===== config.mk =====
export PLATFORM = sky130hd
export DESIGN_NAME = keypad_scanner
export DESIGN_NICKNAME = d
export VERILOG_FILES = /design/src/rtl/keypad_pkg.sv /design/src/rtl/keypad_scanner_sync2.sv /design/src/rtl/keypad_scanner.sv
export SDC_FILE = /design/constraint.sdc
export NUM_CORES = 1
export LEC_CHECK = 0
export ABC_AREA = 1
export CORE_UTILIZATION = 25
export CTS_CLUSTER_SIZE = 40
export DETAILED_ROUTE_END_ITERATION = 8
export GPL_ROUTABILITY_DRIVEN = 0
export RECOVER_POWER = 25
export SETUP_SLACK_MARGIN = 0.4
export SLEW_MARGIN = 20
export SYNTH_ARGS = -nofsm -noshare
export SYNTH_HDL_FRONTEND = slang
export SYNTH_SLANG_ARGS = --single-unit

===== constraint.sdc =====
create_clock -name clk -period 3.6 [get_ports clk]
set_input_delay 0.54 -clock clk [delete_from_list [all_inputs] [get_ports clk]]
set_output_delay 0.54 -clock clk [all_outputs]
set_load 0.05 [all_outputs]

===== src/rtl/keypad_pkg.sv =====
// Shared types and constants for the keypad scanner.
// Holds FSM states, scan classes and a row-hit counter.
package keypad_pkg;

  localparam int NUM_ROWS = 4;
  localparam int NUM_COLS = 4;

  typedef enum logic [1:0] {
    ST_IDLE,
    ST_DEBOUNCE,
    ST_HELD,
    ST_RELEASE
  } state_t;

  typedef enum logic [1:0] {
    SC_NONE,
    SC_SINGLE,
    SC_MULTI
  } scan_t;

  function automatic logic [2:0] hit_count(
    input logic [NUM_ROWS-1:0] rn
  );
    logic [2:0] n;
    n = '0;
    for (int i = 0; i < NUM_ROWS; i++)
      n = n + {2'b00, ~rn[i]};
    return n;
  endfunction

endpackage


===== src/rtl/keypad_scanner_sync2.sv =====
// Two-flop synchronizer for asynchronous inputs.
// Resets to all-ones (idle level of active-low rows).
module sync2 #(
  parameter int W = 4
) (
  input  logic         clk,
  input  logic         reset_n,
  input  logic [W-1:0] d,
  output logic [W-1:0] q
);

  logic [W-1:0] s1;

  // two back-to-back flops
  always_ff @(posedge clk or negedge reset_n) begin
    if (!reset_n) begin
      s1 <= '1;
      q  <= '1;
    end else begin
      s1 <= d;
      q  <= s1;
    end
  end

endmodule


===== src/rtl/keypad_scanner.sv =====
// 4x4 keypad scanner with per-scan debounce.
// Drives one column low at a time, accepts single keys.
module keypad_scanner
  import keypad_pkg::*;
#(
  parameter int SCAN_DIV       = 50000,
  parameter int DEBOUNCE_SCANS = 4
) (
  input  logic                clk,
  input  logic                reset_n,
  input  logic [NUM_ROWS-1:0] row,
  output logic [NUM_COLS-1:0] col,
  output logic [3:0]          buttonNum,
  output logic                valid,
  output logic                pressed
);

  localparam int DW = $clog2(SCAN_DIV);
  localparam logic [DW-1:0] LAST = DW'(SCAN_DIV - 1);
  localparam logic [3:0] DS = 4'(DEBOUNCE_SCANS);

  logic [NUM_ROWS-1:0] rs;
  logic [DW-1:0] dwell;
  logic [1:0] cidx;
  logic last;
  logic scan_end;

  logic [2:0] col_n;
  logic [1:0] col_r;
  logic [1:0] acc_n;
  logic [3:0] acc_k;
  logic [1:0] sum_n;
  logic [3:0] sum_k;
  scan_t cls;

  state_t state, state_n;
  logic [3:0] dcnt, dcnt_n;
  logic [3:0] cand, cand_n;
  logic [3:0] bnum_n;
  logic pressed_n;

  sync2 #(.W(NUM_ROWS)) u_sync (
    .clk     (clk),
    .reset_n (reset_n),
    .d       (row),
    .q       (rs)
  );

  assign last     = (dwell == LAST);
  assign scan_end = last && (cidx == 2'd3);
  assign col      = ~(4'b0001 << cidx);
  assign valid    = (state == ST_HELD) ||
                    (state == ST_RELEASE);

  // free-running dwell counter and column index
  always_ff @(posedge clk or negedge reset_n) begin
    if (!reset_n) begin
      dwell <= '0;
      cidx  <= '0;
    end else if (last) begin
      dwell <= '0;
      cidx  <= cidx + 2'd1;
    end else begin
      dwell <= dwell + DW'(1);
    end
  end

  // hits in the current column and lowest hit row
  always_comb begin
    col_n = hit_count(rs);
    col_r = '0;
    for (int i = NUM_ROWS - 1; i >= 0; i--)
      if (!rs[i]) col_r = 2'(i);
  end

  // merge this column into the running scan result
  always_comb begin
    sum_n = (cidx == 2'd0) ? 2'd0 : acc_n;
    sum_k = acc_k;
    if (col_n == 3'd1 && sum_n == 2'd0) begin
      sum_n = 2'd1;
      sum_k = {cidx, col_r};
    end else if (col_n != 3'd0) begin
      sum_n = 2'd2;
    end
    unique case (sum_n)
      2'd0:    cls = SC_NONE;
      2'd1:    cls = SC_SINGLE;
      default: cls = SC_MULTI;
    endcase
  end

  // per-scan accumulator, updated on each column sample
  always_ff @(posedge clk or negedge reset_n) begin
    if (!reset_n) begin
      acc_n <= '0;
      acc_k <= '0;
    end else if (last) begin
      acc_n <= sum_n;
      acc_k <= sum_k;
    end
  end

  // debounce FSM state and output registers
  always_ff @(posedge clk or negedge reset_n) begin
    if (!reset_n) begin
      state     <= ST_IDLE;
      dcnt      <= '0;
      cand      <= '0;
      buttonNum <= '0;
      pressed   <= 1'b0;
    end else begin
      state     <= state_n;
      dcnt      <= dcnt_n;
      cand      <= cand_n;
      buttonNum <= bnum_n;
      pressed   <= pressed_n;
    end
  end

  // next state, evaluated only at scan end
  always_comb begin
    state_n   = state;
    dcnt_n    = dcnt;
    cand_n    = cand;
    bnum_n    = buttonNum;
    pressed_n = 1'b0;
    if (scan_end) begin
      unique case (state)
        ST_IDLE: begin
          if (cls == SC_SINGLE) begin
            cand_n = sum_k;
            if (DS == 4'd1) begin
              state_n   = ST_HELD;
              bnum_n    = sum_k;
              pressed_n = 1'b1;
              dcnt_n    = '0;
            end else begin
              state_n = ST_DEBOUNCE;
              dcnt_n  = 4'd1;
            end
          end
        end
        ST_DEBOUNCE: begin
          if (cls == SC_SINGLE && sum_k == cand) begin
            if (dcnt + 4'd1 >= DS) begin
              state_n   = ST_HELD;
              bnum_n    = cand;
              pressed_n = 1'b1;
              dcnt_n    = '0;
            end else begin
              dcnt_n = dcnt + 4'd1;
            end
          end else if (cls == SC_SINGLE) begin
            cand_n = sum_k;
            dcnt_n = 4'd1;
          end else begin
            state_n = ST_IDLE;
            dcnt_n  = '0;
          end
        end
        ST_HELD: begin
          if (cls == SC_NONE) begin
            if (DS == 4'd1) begin
              state_n = ST_IDLE;
              dcnt_n  = '0;
            end else begin
              state_n = ST_RELEASE;
              dcnt_n  = 4'd1;
            end
          end
        end
        ST_RELEASE: begin
          if (cls == SC_NONE) begin
            if (dcnt + 4'd1 >= DS) begin
              state_n = ST_IDLE;
              dcnt_n  = '0;
            end else begin
              dcnt_n = dcnt + 4'd1;
            end
          end else begin
            state_n = ST_HELD;
            dcnt_n  = '0;
          end
        end
      endcase
    end
  end

endmodule

* After elaboration in Yosys (flattened, before gate mapping) *
Index checks and enable logic that the tools add are counted.

word-level totals
  register bits = 47
  bits in latches = 0
  memory bits (writable) = 0
  ROM bits = 0
  bits of input ports = 6
  output and inout port bits = 10
  memories = 0

cells by class
  add/subtract/negate cells = 6
  $mul = 0
  divide/modulo/power cells = 0
  $lt $le $gt $ge = 1
  equality and inequality tests = 15
  shifts and indexed selects = 1
  muxes and demuxes = 32
  bitwise gates (word level) = 5
  reductions and logical operators = 15

operator list
  cell                                                               count
  2-to-1 mux 4 bit                                                   8
  2-to-1 mux 2 bit                                                   14
  adder 16 x 1 -> 16 bit, second input constant                      1
  == test 16 bit, second input constant                              1
  2-to-1 mux 16 bit                                                  1
  case mux 4 bit (4 select lines)                                    1
  zero test 2 bit                                                    5
  != test 3 bit, second input constant                               3
  case mux 2 bit (4 select lines)                                    1
  case mux 4 bit (2 select lines)                                    1
  == test 2 x 1 -> 1 bit, second input constant                      3
  == test 2 bit, second input constant                               3
  AND reduction 3 bit                                                2
  AND reduction 6 bit                                                1
  2-to-1 mux 1 bit                                                   5
  adder 4 x 1 -> 4 bit, second input constant                        1
  == test 4 bit                                                      1
  greater-or-equal comparator 4 x 3 -> 1 bit, second input constant  1
  != test 2 bit, second input constant                               2
  NOT 1 bit                                                          4
  NOT 4 bit                                                          1
  case mux 2 bit (2 select lines)                                    1
  AND reduction 4 bit                                                1
  << shifter 1 x 2 -> 4 bit, first input constant                    1
  other kinds (10)                                                   12

* Logic depth before layout (Yosys ltp) *
Gate-level depths: netlist of the first run.

  word-level depth = 14
  gate-level depth with buffers = 19
  mapped depth without buffers = 19

* Modules after synthesis *
From an unflattened synthesis of the first run, not the netlist that was laid out.

unflattened totals
  cells, all modules = 306
  area, all modules = 2544.9 µm²

modules (own cells, without submodules)
  module          instances  cells an instance  area each (µm²)
  keypad_scanner  1          298                2334.7
  sync2           1          8                  210.2

* Worst setup path before layout of the first run *
OpenSTA, ideal clock, no wires.

  kind = reg2reg
  start point = register u_sync.q[0]
  end point = register state[1]
  setup time = 0.113 ns
  arrival = 2.515 ns
  data required time = 3.487 ns
  slack = 0.972 ns
  stages on the path, launching flop included = 19
  buffers on the path = 0
  cell sequence = dfstp_2 > fa_1 > inv_1 > ha_1 > ha_1 > inv_1 > nand2_1 > nor2_4 > nand2_4 > nand2_2 > nand3_4 > nor2_4 > nand3_1 > nand2_1 > nand2_1 > nand2_1 > nand2_1 > nand2_1 > inv_1

on the way
  longest elaborated chain between the ends = 13
  elaborated cells on any way between the ends = 27
  those cells by class = 3 x add/sub; 9 x eq/ne; 8 x mux; 1 x bitwise; 6 x reduce/logical

ends and longest elaborated chain
  element                                                                                  line                                                                 source
  start, declared                                                                          keypad_scanner_sync2.sv:9                                            output logic [W-1:0] q
  start signal, assigned                                                                   keypad_scanner_sync2.sv:18                                           q <= '1;
  start signal, assigned                                                                   keypad_scanner_sync2.sv:21                                           q <= s1;
  NOT 1 bit                                                                                keypad_pkg.sv:27                                                     n = n + {2'b00, ~rn[i]};
  adder 1 x 1 -> 2 bit                                                                     keypad_pkg.sv:27
  adder 2 x 1 -> 3 bit                                                                     keypad_pkg.sv:27
  adder 3 x 1 -> 3 bit                                                                     keypad_pkg.sv:27
  nonzero test 3 bit / == test 3 x 1 -> 1 bit (equally long branches)                      keypad_scanner.sv:83, keypad_scanner.sv:80
  2-to-1 mux 2 bit / logical AND 1 bit (equally long branches)                             keypad_scanner.sv:83, keypad_scanner.sv:80
  2-to-1 mux 2 bit                                                                         keypad_scanner.sv:80                                                 if (col_n == 3'd1 && sum_n == 2'd0) begin
  == test 2 x 1 -> 1 bit / zero test 2 bit (equally long branches)                         keypad_scanner.sv:86                                                 unique case (sum_n)
  case mux 2 bit (2 select lines)                                                          keypad_scanner.sv:86
  == test 2 x 1 -> 1 bit                                                                   keypad_scanner.sv:131, keypad_scanner.sv:145, keypad_scanner.sv:154
  logical AND 1 bit                                                                        keypad_scanner.sv:145                                                if (cls == SC_SINGLE && sum_k == cand) begin
  != test 3 bit (no line) / 2-to-1 mux 2 bit (equally long branches)                       -
  AND reduction 6 bit (no line) / case mux 2 bit (4 select lines) (equally long branches)  -
  end signal, assigned                                                                     keypad_scanner.sv:113                                                state <= state_n;
  end, declared                                                                            keypad_scanner.sv:36                                                 state_t state, state_n;

Parallel ways exist; a longest one is shown, timed or not.
A chain may end at the register's enable or synchronous reset.

* Worst setup path after layout of the first run *
  start point = register u_sync.q[0]
  end point = register buttonNum[2]

on the way
  longest elaborated chain between the ends = 12
  elaborated cells on any way between the ends = 18
  those cells by class = 3 x add/sub; 4 x eq/ne; 5 x mux; 1 x bitwise; 5 x reduce/logical

ends and longest elaborated chain
  element                                                              line                                        source
  NOT 1 bit                                                            keypad_pkg.sv:27
  adder 1 x 1 -> 2 bit                                                 keypad_pkg.sv:27
  adder 2 x 1 -> 3 bit                                                 keypad_pkg.sv:27
  adder 3 x 1 -> 3 bit                                                 keypad_pkg.sv:27
  nonzero test 3 bit / == test 3 x 1 -> 1 bit (equally long branches)  keypad_scanner.sv:83, keypad_scanner.sv:80
  2-to-1 mux 2 bit / logical AND 1 bit (equally long branches)         keypad_scanner.sv:83, keypad_scanner.sv:80
  2-to-1 mux 2 bit                                                     keypad_scanner.sv:80
  == test 2 x 1 -> 1 bit / zero test 2 bit (equally long branches)     keypad_scanner.sv:86
  case mux 2 bit (2 select lines)                                      keypad_scanner.sv:86
  == test 2 x 1 -> 1 bit                                               keypad_scanner.sv:145
  logical AND 1 bit (*)                                                keypad_scanner.sv:145
  AND reduction 4 bit (no line) (*)                                    -
  end signal, assigned                                                 keypad_scanner.sv:116                       buttonNum <= bnum_n;
  end, declared                                                        keypad_scanner.sv:13                        output logic [3:0] buttonNum,

Mark *: on every way between the ends. The rest lies on a longest branch, timed or not.

==> results of run 1 <==
how the worst min path moves through the flow:
| stage | start | end | slack [ps] | depth (start not counted) |
|---|---|---|---|---|
| 6_report | u_sync.s1[0]$_DFF_PN1_ | u_sync.q[0]$_DFF_PN1_ | 360 | 0 |
| 5_1_grt | u_sync.s1[2]$_DFF_PN1_ | u_sync.q[2]$_DFF_PN1_ | 360 | 0 |
| 4_1_cts | u_sync.s1[2]$_DFF_PN1_ | u_sync.q[2]$_DFF_PN1_ | 360 | 0 |
| 3_5_place_dp | u_sync.s1[2]$_DFF_PN1_ | u_sync.q[2]$_DFF_PN1_ | 350 | 0 |
| 3_3_place_gp | u_sync.s1[2]$_DFF_PN1_ | u_sync.q[2]$_DFF_PN1_ | 350 | 0 |
| 2_1_floorplan | reset_n | acc_k[0]$_DFFE_PN0N_ | 240 | 0 |
Yosys cell counts, types with 3 or more instances:
cell	count	area share [%]
inv_1	48	7.4
inv_2	4	0.61
ha_1	8	4.1
nand4_1	7	1.8
o21ai_1	5	1.0
xor2_1	6	2.2
a21oi_1	7	1.4
nor2_1	25	3.8
nand2_1	77	12
dfrtp_1	39	40
dfstp_2	8	8.6
o21ai_0	15	3.1
nor2_2	3	0.77
nand3_1	27	5.5
metal layers:
metal  part of all wire [%]  GRT usage, %
met1                     50          14.0
met2                     46          17.4
met3                    3.2          2.98
met4                   0.95          3.46
met5                      0             0
sequential cells by signal (all words and copies together), names as in the netlist:
| signal | count |
|---|---|
| dwell | 16 |
| acc_k | 4 |
| buttonNum | 4 |
| cand | 4 |
| dcnt | 4 |
| u_sync.q | 4 |
| u_sync.s1 | 4 |
| acc_n | 2 |
| cidx | 2 |
| state | 2 |
| pressed | 1 |
cells by family after synthesis:
| kind of cell | Yosys count |
|---|---|
| buffers and inverters | 55 |
| adders and majority gates | 9 |
| DFF | 47 |
| AOI/OAI and AO/OA | 34 |
| and+or+nand+nor | 148 |
| xor gates and xnor gates | 7 |
layout make-up:
cell class	count	area, um^2
Inverter	53	199
Clock inverter	1	5.00
Fill cell	1016	6550
Sequential cell	47	1190
Tap cell	129	161
Timing Repair Buffer	15	144
Multi-Input combinational cell	198	1050
Clock buffer	7	76.3
cells in the final DEF (no fill, tap or decap):
| cell type | count |
|---|---|
| nand2_1 | 77 |
| inv_1 | 48 |
| dfrtp_1 | 39 |
| nand3_1 | 27 |
| nor2_1 | 25 |
| o21ai_0 | 15 |
| clkdlybuf4s50_1 | 12 |
| ha_1 | 8 |
| dfstp_2 | 8 |
| nand4_1 | 7 |
| a21oi_1 | 7 |
| xor2_1 | 6 |
| o21ai_1 | 5 |
| clkbuf_8 | 5 |
| inv_2 | 4 |
| nor2_2 | 3 |
| clkbuf_1 | 3 |
| nor3_1 | 2 |
| a31oi_1 | 2 |
| nor2_4 | 2 |
| o21ai_4 | 2 |
| dlygate4sd3_1 | 2 |
| clkinv_1 | 1 |
| a211oi_1 | 1 |
| o21a_1 | 1 |
| nand2_4 | 1 |
| nand3b_1 | 1 |
| nand2_2 | 1 |
| nand3_4 | 1 |
| xnor2_1 | 1 |
| nand3_2 | 1 |
| a21oi_2 | 1 |
| fa_1 | 1 |
| clkinv_2 | 1 |
power by group:
part,total [mW],switching (mW),internal [mW]
logic,0.111,0.0760,0.0351
registers,0.539,0.00364,0.536
clock network,0.314,0.177,0.137
stage by stage:
stage	util, %	std cells	area (um^2)	hold WS, ps
3_3_place_gp	29.3	442	2740	347
6_report	30.1	450	2820	357
3_5_place_dp	29.3	442	2740	347
4_1_cts	30.1	450	2820	359
2_1_floorplan	-	300	2440	244
5_1_grt	30.1	450	2820	361
==> flow_summary.ini, run 1 <==
[run_status]
status = finished, violations left
violations = max-capacitance violations, max-slew violations

[timing]
rsz0062_at_grt = false
tightest_slew_ps = 2550
final.setup.tns_ps = 0
fin_crit_sh_pct = 79.6
skew_ps = 15.0
final_hold_viol_count = 0
setup_violations = 0
min_period_ps = 2870
fin_ws_ps = 733
fmax_mhz = 349
max_slew_margin_pct = -70.1
drv_slew = 48

[clocking]
cts_inserted_buffers = 5
post_cts_buffers = 0
max-clock-path-buffers = 2
clk_pin_slew_ps = 80
cts-resized-gates = 0
cts_root_buf = clkbuf_8
cts_sinks = 47
h-tree-depth = 2
cts_tree = yes
clock_latency_ps = 310
ctsHoldBuffers = 0

[synth]
yosys.area_share.simple_pct = 27.2
synth_adder_area_share_pct = 4.92
synth_edf_count = 0
syn_inst = 300
syn-cell-area_um2 = 2440
synth_compound_area_share_pct = 8.35
ys.flop_type = dfrtp_1
syn-num-nets = 315
yosys_warnings = 0
synth_xor_xnor_area_share_pct = 2.51
synth_mux_area_share_pct = 0
ys_types = 30
syn_avg_cell_area_um2 = 8.15
ys_seq_area_share_pct = 48.5
ys_ff_latch = 47
synth_top_family_by_area = simple AND/OR/NAND/NOR gates
async_flop_share_pct = 100

[critical_path]
cp.required_ps = 3790
critPathMaxFanout = 8
crit_arrival_ps = 3060
crit_path_end = buttonNum[2]$_DFFE_PN0P_
r2r_slack_ps = 730
crit_family = simple AND/OR/NAND/NOR gates
cp.depth = 16
path_buf_inv = 3
timing.rr.start = u_sync.q[0]$_DFF_PN1_
path_common_cell = nand2_1
r2r_cells = 16
path_cells = fa_1 -> inv_1 -> ha_1 -> ha_1 -> inv_1 -> nand2_1 -> nor2_4 -> nand3_1 -> nand3_1 -> nand2_1 -> nor2_2 -> nand2_1 -> inv_2 -> nand3_2 -> nand2_1 -> o21ai_1
criticalPathCategory = register to register
critical_path.max_stage_delay_ps = 540
regToRegEndpoint = buttonNum[2]$_DFFE_PN0P_
end_kind = register
crit_slowest_cell = fa_1
critPathLaunch = u_sync.q[0]$_DFF_PN1_
cp-start-kind = register

[cells_and_area]
fin_nets = 335
area_growth_pct = 15.5
drive_above_1_share_pct = 9.35
antenna_cells = 0

[global_route]
grt_usage_pct = 10.8
grt_overflow = 0
grt_max_degree = 48
grt_pass1_wl_mm = 8.56
antenna_found_initial = 0
grt_pass1_vias = 1884

[floorplan]
core_area_um2 = 9370
die_area_um2 = 10200
die_w_um = 101
start_util_pct = 26.1
rows = 35
die_h_um = 101
ioPinCount = 16

[placed_design]
place_hpwl_mm = 3.41
io_buffers = 15
place_ws_ps = 726

[route]
drtPass1Iterations = 4
num_vias = 1867
drc = 0
drt_wl_total_mm = 4.64
viasPerCell = 4.15
drt_iter0_drc = 86
wl_per_cell_um = 10.3
ant_nets = 0

[hold_path]
min_path_type = register to register

[pwr]
power_leakage_nw = 1.32
p_total_mw = 0.964
power_density_nw_per_um2 = 342
vdd_drop_max_mv = 0.137

[job]
maxCapViolCount = 1
Power figures use the tool's default switching activity.
==> inputs of run 2 (changes only) <==
Clock period 3.6 ns to 2.9 ns, I/O delays scaled along.
==> run 2 against run 1 <==
The flow still finishes with violations (max-capacitance violations, max-slew violations). Final area is 11% higher. Total power is 36% higher. Highest routed layer unchanged. Combinational power increased by 100%. Via count grew 4.2%. Critical path type unchanged. First-iteration DRC count grew 4.7%.
==> flow_summary.ini, run 2 (same netlist as run 1, synthesis figures left out) <==
[cells_and_area]
largest_register_ffs = 16
most-common-layout-cells = 63 x nand2_1, 46 x inv_1, 39 x dfrtp_1
design_area_um2 = 3130
antenna_cells = 0
layout_commonest_cell = nand2_1
area_growth_pct = 28.1
top_register = dwell
fin_nets = 347
fin_util_pct = 33.4
drive_above_1_share_pct = 22.5

[critical_path]
path_common_cell = nand2_2
path_buf_inv = 4
critical_path.max_stage_delay_ps = 550
cp.required_ps = 3100
cp-start-kind = register
critPathMaxFanout = 4
criticalPathCategory = register to register
crit_slowest_cell = dfstp_2
crit_arrival_ps = 2970
end_kind = register
crit_family = simple AND/OR/NAND/NOR gates
path_cells = fa_1 -> inv_2 -> ha_4 -> ha_4 -> inv_2 -> nand2_2 -> nor2_4 -> buf_6 -> nand3_2 -> nand3b_1 -> nand2_2 -> nor2_4 -> nand3_2 -> nand2_2 -> nand2_4 -> nand2_2 -> nand2_1 -> nand2_1 -> inv_1

[floorplan]
ioPinCount = 16
die_area_um2 = 10200
start_util_pct = 26.1
die_w_um = 101
rows = 35
die_h_um = 101
core_area_um2 = 9370

[route]
drtPass1Iterations = 4
num_vias = 1946
drt_iter0_drc = 90
ant_nets = 0
drc = 0
wl_per_cell_um = 10.7
viasPerCell = 4.21
drt_wl_total_mm = 4.94

[clocking]
cts_root_buf = clkbuf_8
cts_tree = yes
h-tree-depth = 2
clock_latency_ps = 300
cts_inserted_buffers = 5
ctsHoldBuffers = 0
max-clock-path-buffers = 2
cts_sinks = 47
clk_pin_slew_ps = 90

[placed_design]
place_area_um2 = 2780
io_buffers = 15
place_hpwl_mm = 3.50

[global_route]
antenna_found_initial = 0
grt_pass1_vias = 1924
grt_pass1_wl_mm = 8.83
grt_usage_pct = 11.1
grt_max_degree = 28
grt_overflow = 0

[pwr]
power_density_nw_per_um2 = 419
vdd_drop_max_mv = 0.194
power_leakage_nw = 1.42

[timing]
setup_violations = 0
skew_ps = 7.54
tightest_slew_ps = 1530
final_hold_viol_count = 0
min_period_ps = 2770
fin_crit_sh_pct = 95.4
drv_slew = 28
rsz0062_at_grt = true
fmax_mhz = 362
max_slew_margin_pct = -2.18

[run_status]
violations = max-capacitance violations, max-slew violations
status = finished, violations left

[job]
maxCapViolCount = 1

[hold_path]
min_path_type = register to register
[run 2: changes by cell type in the layout (fill, tap and decap cells not counted), moves of 4 or more]
| cell | before | now |
|---|---|---|
| buf_4 | 0 | 9 |
| nand3_2 | 1 | 11 |
| nand2_1 | 77 | 63 |
| nand2_4 | 1 | 6 |
| clkdlybuf4s50_1 | 12 | 8 |
| nand2_2 | 1 | 11 |
| nand3_1 | 27 | 15 |
[run 2: worst paths after layout]
kind | start | to | slack [ps] | cells past startpoint
max | u_sync.q[3]$_DFF_PN1_ | state[1]$_DFFE_PN0P_ | 130 | 19
min | u_sync.s1[3]$_DFF_PN1_ | u_sync.q[3]$_DFF_PN1_ | 360 | 0
max reg2reg | u_sync.q[3]$_DFF_PN1_ | state[1]$_DFFE_PN0P_ | 130 | 19
min reg2reg | u_sync.s1[3]$_DFF_PN1_ | u_sync.q[3]$_DFF_PN1_ | 360 | 0
max in group asynchronous | reset_n | u_sync.q[0]$_DFF_PN1_ | 1320 | 2
min in group asynchronous | reset_n | pressed$_DFF_PN0_ | 500 | 1
[run 2: power by group]
part           switching (mW)  internal (mW)  total (mW)
clock                   0.222          0.195       0.417
combinational           0.139         0.0880       0.227
sequential            0.00309          0.665       0.668
[run 2: what timing repair did]
action,4_1_cts,5_1_grt
gates resized for setup,28,17
cloned,1,0
pin swaps,10,14
buffers inserted,8,0
endpoints found under the setup margin,15,18
[run 2: final cells by class]
type,count,area [um^2]
timing repair buffer,26,239
inverter,53,199
clock inverter,2,16.3
sequential,47,1190
multi-input combinational,199,1250
tap,129,161
clock buffer,6,82.6
fill,976,6240
[run 2: through the flow]
step / setup TNS, ps / hold WS (ps) / cells / total power, mW / worst slack [ps]
final: 0 / 358 / 462 / 1.31 / 134
after CTS: 0 / 177 / 462 / 1.31 / 145
after detailed placement: 0 / 347 / 445 / 0.827 / 59.2
after floorplan: 0 / 139 / 300 / 0.787 / 275
after global placement: 0 / 347 / 445 / 0.823 / 93.4
after global routing: -225 / 366 / 462 / 1.38 / -67.0
[run 2: worst reg2reg max path, cell delays in order, from the launching register on]
cell and delay, ps:
dfstp_2 550, fa_1 430, inv_2 80, ha_4 130
ha_4 200, inv_2 60, nand2_2 60, nor2_4 160
buf_6 150, nand3_2 60, nand3b_1 120, nand2_2 70
nor2_4 140, nand3_2 100, nand2_2 90, nand2_4 60
nand2_2 60, nand2_1 40, nand2_1 60, inv_1 30
[run 2: layer usage]
metal	global-route usage [%]	vias to the layer above	routed length, um
met1	14.4	914	2320
met2	18.4	18	2440
li1	-	1009	-
met3	2.50	5	123
met4	3.34	0	54
met5	0	-	0
